## src/rtl/aes_mode_ctrl_if.sv

```systemverilog
// Stream-in, stream-out and cipher-core handshake bundle for aes_mode_ctrl.
// The slave modport is the controller side; master is the environment side.
interface aes_mode_ctrl_if #(
    parameter int BLOCK_W = 128,
    parameter int KEY_W   = 128
);
    logic               in_valid;
    logic               in_ready;
    logic [BLOCK_W-1:0] in_data;
    logic               in_last;
    logic               out_valid;
    logic               out_ready;
    logic [BLOCK_W-1:0] out_data;
    logic               out_last;
    logic               core_start;
    logic               core_decrypt;
    logic [KEY_W-1:0]   core_key;
    logic [BLOCK_W-1:0] core_din;
    logic [BLOCK_W-1:0] core_dout;
    logic               core_done;

    modport slave (
        input  in_valid, in_data, in_last, out_ready, core_dout, core_done,
        output in_ready, out_valid, out_data, out_last,
               core_start, core_decrypt, core_key, core_din
    );

    modport master (
        output in_valid, in_data, in_last, out_ready, core_dout, core_done,
        input  in_ready, out_valid, out_data, out_last,
               core_start, core_decrypt, core_key, core_din
    );
endinterface

```

## src/rtl/aes_mode_ctrl.sv

```systemverilog
// ECB/CBC/CTR chaining controller around a single-block AES core.
// One block is in flight at a time; all chaining state lives here.
module aes_mode_ctrl #(
    parameter int BLOCK_W = 128,
    parameter int KEY_W   = 128,
    parameter int CTR_W   = 32,
    parameter int CNT_W   = 16
) (
    input  logic               clk,
    input  logic               reset,
    input  logic               start,
    input  logic [1:0]         mode,
    input  logic               decrypt,
    input  logic [KEY_W-1:0]   key,
    input  logic [BLOCK_W-1:0] iv,
    aes_mode_ctrl_if.slave     bus,
    output logic               busy,
    output logic               mode_err,
    output logic [CNT_W-1:0]   blk_count
);
    typedef enum logic [2:0] {IDLE, WAIT_IN, CORE_GO, CORE_WAIT, OUT} state_e;
    typedef enum logic [1:0] {ECB = 2'b00, CBC = 2'b01, CTR = 2'b10, RSV = 2'b11} mode_e;

    state_e             state, state_nxt;
    mode_e              mode_q;
    logic               dec_q;
    logic [KEY_W-1:0]   key_q;
    logic [BLOCK_W-1:0] chain_q;
    logic [BLOCK_W-1:0] blk_q;
    logic               last_q;
    logic [BLOCK_W-1:0] out_q;
    logic               out_last_q;
    logic [CNT_W-1:0]   cnt_q;
    logic               err_q;

    always_ff @(posedge clk) begin
        if (reset) state <= IDLE;
        else       state <= state_nxt;
    end

    always_comb begin
        state_nxt      = state;
        bus.in_ready   = 1'b0;
        bus.out_valid  = 1'b0;
        bus.core_start = 1'b0;
        busy           = 1'b1;
        case (state)
            IDLE: begin
                busy = 1'b0;
                if (start && (mode != 2'b11)) state_nxt = WAIT_IN;
            end
            WAIT_IN: begin
                bus.in_ready = 1'b1;
                if (bus.in_valid) state_nxt = CORE_GO;
            end
            CORE_GO: begin
                bus.core_start = 1'b1;
                state_nxt      = CORE_WAIT;
            end
            CORE_WAIT: begin
                if (bus.core_done) state_nxt = OUT;
            end
            OUT: begin
                bus.out_valid = 1'b1;
                if (bus.out_ready) state_nxt = out_last_q ? IDLE : WAIT_IN;
            end
            default: state_nxt = IDLE;
        endcase
    end

    // core_din is built from registers only, so it stays stable for the whole core operation.
    always_comb begin
        bus.core_din = blk_q;
        if (mode_q == CTR)                 bus.core_din = chain_q;
        else if (mode_q == CBC && !dec_q)  bus.core_din = blk_q ^ chain_q;
    end

    assign bus.core_decrypt = dec_q && (mode_q != CTR);
    assign bus.core_key     = key_q;
    assign bus.out_data     = out_q;
    assign bus.out_last     = out_last_q;
    assign mode_err         = err_q;
    assign blk_count        = cnt_q;

    always_ff @(posedge clk) begin
        if (reset) begin
            mode_q     <= ECB;
            dec_q      <= 1'b0;
            key_q      <= '0;
            chain_q    <= '0;
            blk_q      <= '0;
            last_q     <= 1'b0;
            out_q      <= '0;
            out_last_q <= 1'b0;
            cnt_q      <= '0;
            err_q      <= 1'b0;
        end else begin
            case (state)
                IDLE: begin
                    if (start) begin
                        if (mode == 2'b11) begin
                            err_q <= 1'b1;
                        end else begin
                            mode_q  <= mode_e'(mode);
                            dec_q   <= decrypt;
                            key_q   <= key;
                            chain_q <= iv;
                            cnt_q   <= '0;
                            err_q   <= 1'b0;
                        end
                    end
                end
                WAIT_IN: begin
                    if (bus.in_valid) begin
                        blk_q  <= bus.in_data;
                        last_q <= bus.in_last;
                    end
                end
                CORE_WAIT: begin
                    if (bus.core_done) begin
                        out_last_q <= last_q;
                        case (mode_q)
                            CBC: begin
                                if (dec_q) begin
                                    out_q   <= bus.core_dout ^ chain_q;
                                    chain_q <= blk_q;
                                end else begin
                                    out_q   <= bus.core_dout;
                                    chain_q <= bus.core_dout;
                                end
                            end
                            CTR: begin
                                out_q                <= bus.core_dout ^ blk_q;
                                chain_q[CTR_W-1:0]   <= chain_q[CTR_W-1:0] + CTR_W'(1);
                            end
                            default: out_q <= bus.core_dout;
                        endcase
                    end
                end
                OUT: begin
                    if (bus.out_ready) cnt_q <= cnt_q + CNT_W'(1);
                end
                default: ;
            endcase
        end
    end
endmodule

```

## src/flat_wrapper.sv

```systemverilog
// flat-port wrapper written by rule: the top's interface ports become plain ports
module aes_mode_ctrl_flat 
#(
    parameter int BLOCK_W = 128,
    parameter int KEY_W   = 128,
    parameter int CTR_W   = 32,
    parameter int CNT_W   = 16
)
  (clk, reset, start, mode, decrypt, key, iv, busy, mode_err, blk_count, bus_in_valid, bus_in_data, bus_in_last, bus_out_ready, bus_core_dout, bus_core_done, bus_in_ready, bus_out_valid, bus_out_data, bus_out_last, bus_core_start, bus_core_decrypt, bus_core_key, bus_core_din);
  aes_mode_ctrl_if #(.BLOCK_W(BLOCK_W), .KEY_W(KEY_W)) bus_i ();
  input  logic clk;
  input  logic reset;
  input  logic start;
  input  logic [1:0] mode;
  input  logic decrypt;
  input  logic [KEY_W-1:0] key;
  input  logic [BLOCK_W-1:0] iv;
  output logic busy;
  output logic mode_err;
  output logic [CNT_W-1:0] blk_count;
  input wire logic [$bits(bus_i.in_valid)-1:0] bus_in_valid;
  input wire logic [$bits(bus_i.in_data)-1:0] bus_in_data;
  input wire logic [$bits(bus_i.in_last)-1:0] bus_in_last;
  input wire logic [$bits(bus_i.out_ready)-1:0] bus_out_ready;
  input wire logic [$bits(bus_i.core_dout)-1:0] bus_core_dout;
  input wire logic [$bits(bus_i.core_done)-1:0] bus_core_done;
  output wire logic [$bits(bus_i.in_ready)-1:0] bus_in_ready;
  output wire logic [$bits(bus_i.out_valid)-1:0] bus_out_valid;
  output wire logic [$bits(bus_i.out_data)-1:0] bus_out_data;
  output wire logic [$bits(bus_i.out_last)-1:0] bus_out_last;
  output wire logic [$bits(bus_i.core_start)-1:0] bus_core_start;
  output wire logic [$bits(bus_i.core_decrypt)-1:0] bus_core_decrypt;
  output wire logic [$bits(bus_i.core_key)-1:0] bus_core_key;
  output wire logic [$bits(bus_i.core_din)-1:0] bus_core_din;
  assign bus_i.in_valid = bus_in_valid;
  assign bus_i.in_data = bus_in_data;
  assign bus_i.in_last = bus_in_last;
  assign bus_i.out_ready = bus_out_ready;
  assign bus_i.core_dout = bus_core_dout;
  assign bus_i.core_done = bus_core_done;
  assign bus_in_ready = bus_i.in_ready;
  assign bus_out_valid = bus_i.out_valid;
  assign bus_out_data = bus_i.out_data;
  assign bus_out_last = bus_i.out_last;
  assign bus_core_start = bus_i.core_start;
  assign bus_core_decrypt = bus_i.core_decrypt;
  assign bus_core_key = bus_i.core_key;
  assign bus_core_din = bus_i.core_din;
  aes_mode_ctrl #(.BLOCK_W(BLOCK_W), .KEY_W(KEY_W), .CTR_W(CTR_W), .CNT_W(CNT_W)) u_core (.clk(clk), .reset(reset), .start(start), .mode(mode), .decrypt(decrypt), .key(key), .iv(iv), .bus(bus_i), .busy(busy), .mode_err(mode_err), .blk_count(blk_count));
endmodule
```

## config.mk

```make
export PLATFORM = sky130hd
export DESIGN_NAME = aes_mode_ctrl_flat
export DESIGN_NICKNAME = d
export VERILOG_FILES = /design/src/rtl/aes_mode_ctrl_if.sv /design/src/rtl/aes_mode_ctrl.sv /design/src/flat_wrapper.sv
export SDC_FILE = /design/constraint.sdc
export NUM_CORES = 2
export LEC_CHECK = 0
export CAP_MARGIN = 10
export CORE_AREA = 2 2 357 359
export DETAILED_ROUTE_END_ITERATION = 10
export DIE_AREA = 0 0 359 361
export SYNTH_ARGS = -nofsm -noshare
export SYNTH_HDL_FRONTEND = slang
export SYNTH_SLANG_ARGS = --single-unit
```

## constraint.sdc

```tcl
create_clock -name clk -period 3.03 [get_ports clk]
set_input_delay 0.4545 -clock clk [delete_from_list [all_inputs] [get_ports clk]]
set_output_delay 0.4545 -clock clk [all_outputs]
set_load 0.02 [all_outputs]
```

==> key figures <==
Clock tree
  • Clock sink total: between 500 and 600
  • Maximum root-to-sink buffer count: 3
  • Skew-Pair Late Insertion Delay: 0.63 ns
  • Inserted Clock Buffers: 75
  • Clock transition at path regs: 0.06 ns
  • TritonCTS clock tree: yes
  • Root buffer cell: clkbuf_16
  • Post CTS Setup Buffer Count: 0
  • CTS H-tree depth: 3
  • Cts hold-fix bufs: 0

Logic synthesis
  • Area leader, netlist: dfxtp_1
  • Top cell type's share of synthesized area: 37.14%
  • Synth Net Count: 4522
  • Unique cell type count in the Yosys netlist: 57
  • EDFF count, synth: 0
  • Ys async rst share: 0%
  • YS warnings: 0
  • Mapped cell area: 28940 µm²
  • Synth Flop Type: dfxtp_1
  • Yosys reg bits: roughly 540
  • Synth top area cells: dfxtp_1 (37%), nand2_1 (11%), a21oi_1 (7.0%)
  • Post-Synthesis Cells: 3996
  • Syn avg cell area: 7.243 µm²
  • Sequential area share after synthesis: 37.14%

Worst setup path
  • Critical path's slowest cell: dfxtp_2
  • WP data required: 2.58 ns
  • CP peak stage delay: between 0.3 and 0.4 ns
  • Worst setup SP type: flip-flop
  • Critical path peak fanout: 43
  • Crit path max-delay family: buffers and inverters
  • Data arrival, critical path: 2.52 ns
  • Worst setup EP type: primary output
  • Top cell by count, worst path: buf_12
  • CP bufs+invs: 5
  • CP Class: reg2out
  • Cell chain of the critical path: inv_1 > ha_4 > buf_12 > buf_16 > buf_12 > nor2_1 > xnor2_1 > clkdlybuf4s15_2

Run
  • # Max-Cap Violations: 0

Timing
  • Slew Limit Fails: 0
  • Setup Viol. Count Final: 0
  • Min Tclk post-route: 2.971 ns
  • Fin. Hold Viols: 0
  • Relative slew slack: a little over 40%
  • Setup Skew: 0.03101 ns
  • RSZ-0062 raised after global routing: true
  • Fmax achieved: 336.5 MHz
  • Slew @ Worst Pin: 0.8778 ns
  • Post-route worst setup slack: 0.05861 ns
  • Period utilization: a little over nine tenths

Route
  • Met3 routed WL: 10420 µm
  • Post-route ant nets: 0
  • Detailed-route wire length: 143900 µm
  • Top routing layer used: met5
  • Vias per std cell: just over 5
  • Drt wl/cell: about 22 µm
  • Starting DRT DRC Count: just under 3000
  • Total number of vias: 32970
  • Routed metal-1 wirelength: 61390 µm
  • DRC viols: 0
  • Drt pass-1 iters: 6
  • Metal2 WL: 67240 µm

Final layout
  • Multi-input gate area: 16500 µm²
  • Post-layout util: between 30% and 40%
  • FILL cells: 13190
  • Synth-to-layout area growth: 48.74%
  • Share of cells above drive strength 1: 8.140%
  • FF/Latch Area: 10760 µm²
  • Layout net count: 5306

Pwr
  • PwrDens: 549.7 nW/µm²
  • Leak Pwr: 14.26 nW
  • Peak VDD IR: ~0.00035 V

Global route
  • Vias in the first global route: 31510
  • Initial antenna violation count: 23
  • Largest net degree at the start of global routing: 130
  • Overflow after GRT: 0
  • First-pass GRT wire length: 210300 µm
  • Tot GR Track Use: 21.18%

Floorplanning
  • Die area: 129600 µm²
  • Starting Density: 23.08%
  • Core area: 125400 µm²
  • Die height: 361 µm
  • Ports: a little over 900
  • Die width: 359 µm
  • Rows: 130

Placed design
  • GPL Wtd Cong: 0.9044
  • Placement Setup Slack: approximately 0.12 ns
  • Hpwl dp: roughly 100000 µm
  • Port bufs: 928

Worst hold path
  • Worst min-delay path category: in2reg

Outcome
  • Status: complete, no violations
-- final timing paths --
kind | endpoint | slack, ns | startpoint | cells after the start
setup reg to reg | u_core.bus.out_data[123] | 0.51 | u_core.mode_q[1] | 9
hold reg to reg | u_core.bus.core_key[101] | 0.45 | u_core.bus.core_key[101] | 2
hold / removal | u_core.bus.core_key[37] | 0.16 | reset | 2
setup / recovery | bus_core_din[5] | 0.06 | u_core.mode_q[0] | 8
-- per-layer routing --
metal | GRT usage, % | up-vias
li1 | - | 15410
met4 | 7.363 | 14
met3 | 4.337 | 240
met2 | 35.04 | 1438
met1 | 27.28 | 15860
met5 | 0 | -
-- what timing repair did --
item,in CTS,in global routing
endpoints found under the setup margin,128,90
gates resized for setup,323,38
pin swaps,0,0
-- worst register-to-register path, stage by stage, from the launching register on --
cell      delay (ns)
dfxtp_2         0.35
inv_1           0.07
ha_4            0.17
buf_12          0.17
and2_4          0.46
buf_12          0.23
a22oi_1         0.19
nor3_1          0.06
a211oi_1        0.57
nor3_1          0.09
-- Yosys cell counts (all sizes together), types with 3 or more instances --
master,instances
nand2,817
dfxtp,537
nor2,499
a21oi,407
clkbuf,310
nor3,274
a211oi,251
xnor2,146
inv,137
a221o,129
a22oi,129
mux2i,109
buf,59
o21ai,30
nand3,26
nor2b,17
xor2,15
a31oi,11
and3,10
nand4,10
and4,8
a211o,7
o22ai,6
and2,5
mux2,5
nor4,5
ha,4
a311oi,3
or3,3
or4,3
-- final cells by class --
type,count,area share (%)
Tap cell,1650,4.795
Inverter,137,1.194
Sequential cell,537,24.98
Multi-Input combinational cell,2953,38.33
Antenna cell,14,0.08137
Timing Repair Buffer,1076,25.04
Clock inverter,31,0.6365
Clock buffer,106,4.938
-- flip-flops by register name, summed over array words and instances, names as in the netlist --
name / flops
u_core.blk_count: 16
u_core.blk_q: 128
u_core.bus.core_key: 128
u_core.bus.out_data: 128
u_core.bus.out_last: 1
u_core.chain_q: 128
u_core.dec_q: 1
u_core.last_q: 1
u_core.mode_err: 1
u_core.mode_q: 2
u_core.state: 3
-- kinds of logic (layout without fill, tap and decap cells) --
kind of cell             count (synthesis)  count (layout)  synth area share [%]
AND/OR/NAND/NOR                       1685            1685                 24.06
AO/OA/AOI/OAI                          989             989                 23.06
flip-flops                             537             537                 37.14
buffers and inverters                  506            1350                 6.731
XOR/XNOR                               161             161                 4.872
multiplexers                           114             114                 3.964
adder cells (fa/ha/maj)                  4               4                0.1729
other                                    0              14                     0
-- power by group --
| group | switching (mW) | internal [mW] |
|---|---|---|
| clock | 3.72 | 5.10 |
| combinational | 3.92 | 2.73 |
| sequential | 0.558 | 7.64 |
| total | 8.20 | 15.5 |
-- through the flow --
stage | hold WS (ns) | setup TNS, ns | instance area, µm² | power (mW) | std cells
after floorplan | 0.4322 | 0 | 28940 | 11.72 | 3996
after global placement | 0.4412 | 0 | 40520 | 14.95 | 6353
after detailed placement | 0.4457 | 0 | 40520 | 15.00 | 6353
after CTS | 0.1016 | -0.08404 | 43050 | 23.89 | 6490
after global routing | 0.1283 | -0.5922 | 43040 | 24.72 | 6499
final | 0.1621 | 0 | 43050 | 23.67 | 6504
-- layout by cell type, fill, tap and decap left out, drive strengths merged, types with 4 or more instances in the layout --
cell type,instances
buf,161
nand2,817
a211o,7
clkbuf,119
clkinv,22
nor2,499
diode,14
clkinvlp,5
ha,4
dlygate4sd2,43
dfxtp,537
and2,5
o21ai,30
nor3,274
xnor2,146
a31oi,11
xor2,15
and4,8
mux2,5
a22oi,129
nor4,5
inv,139
a21oi,407
a211oi,251
nor2b,17
clkdlybuf4s15,60
clkdlybuf4s50,798
and3,10
nand4,10
o22ai,6
a221o,129
mux2i,109
nand3,26
(Power assumes the default switching activity.)
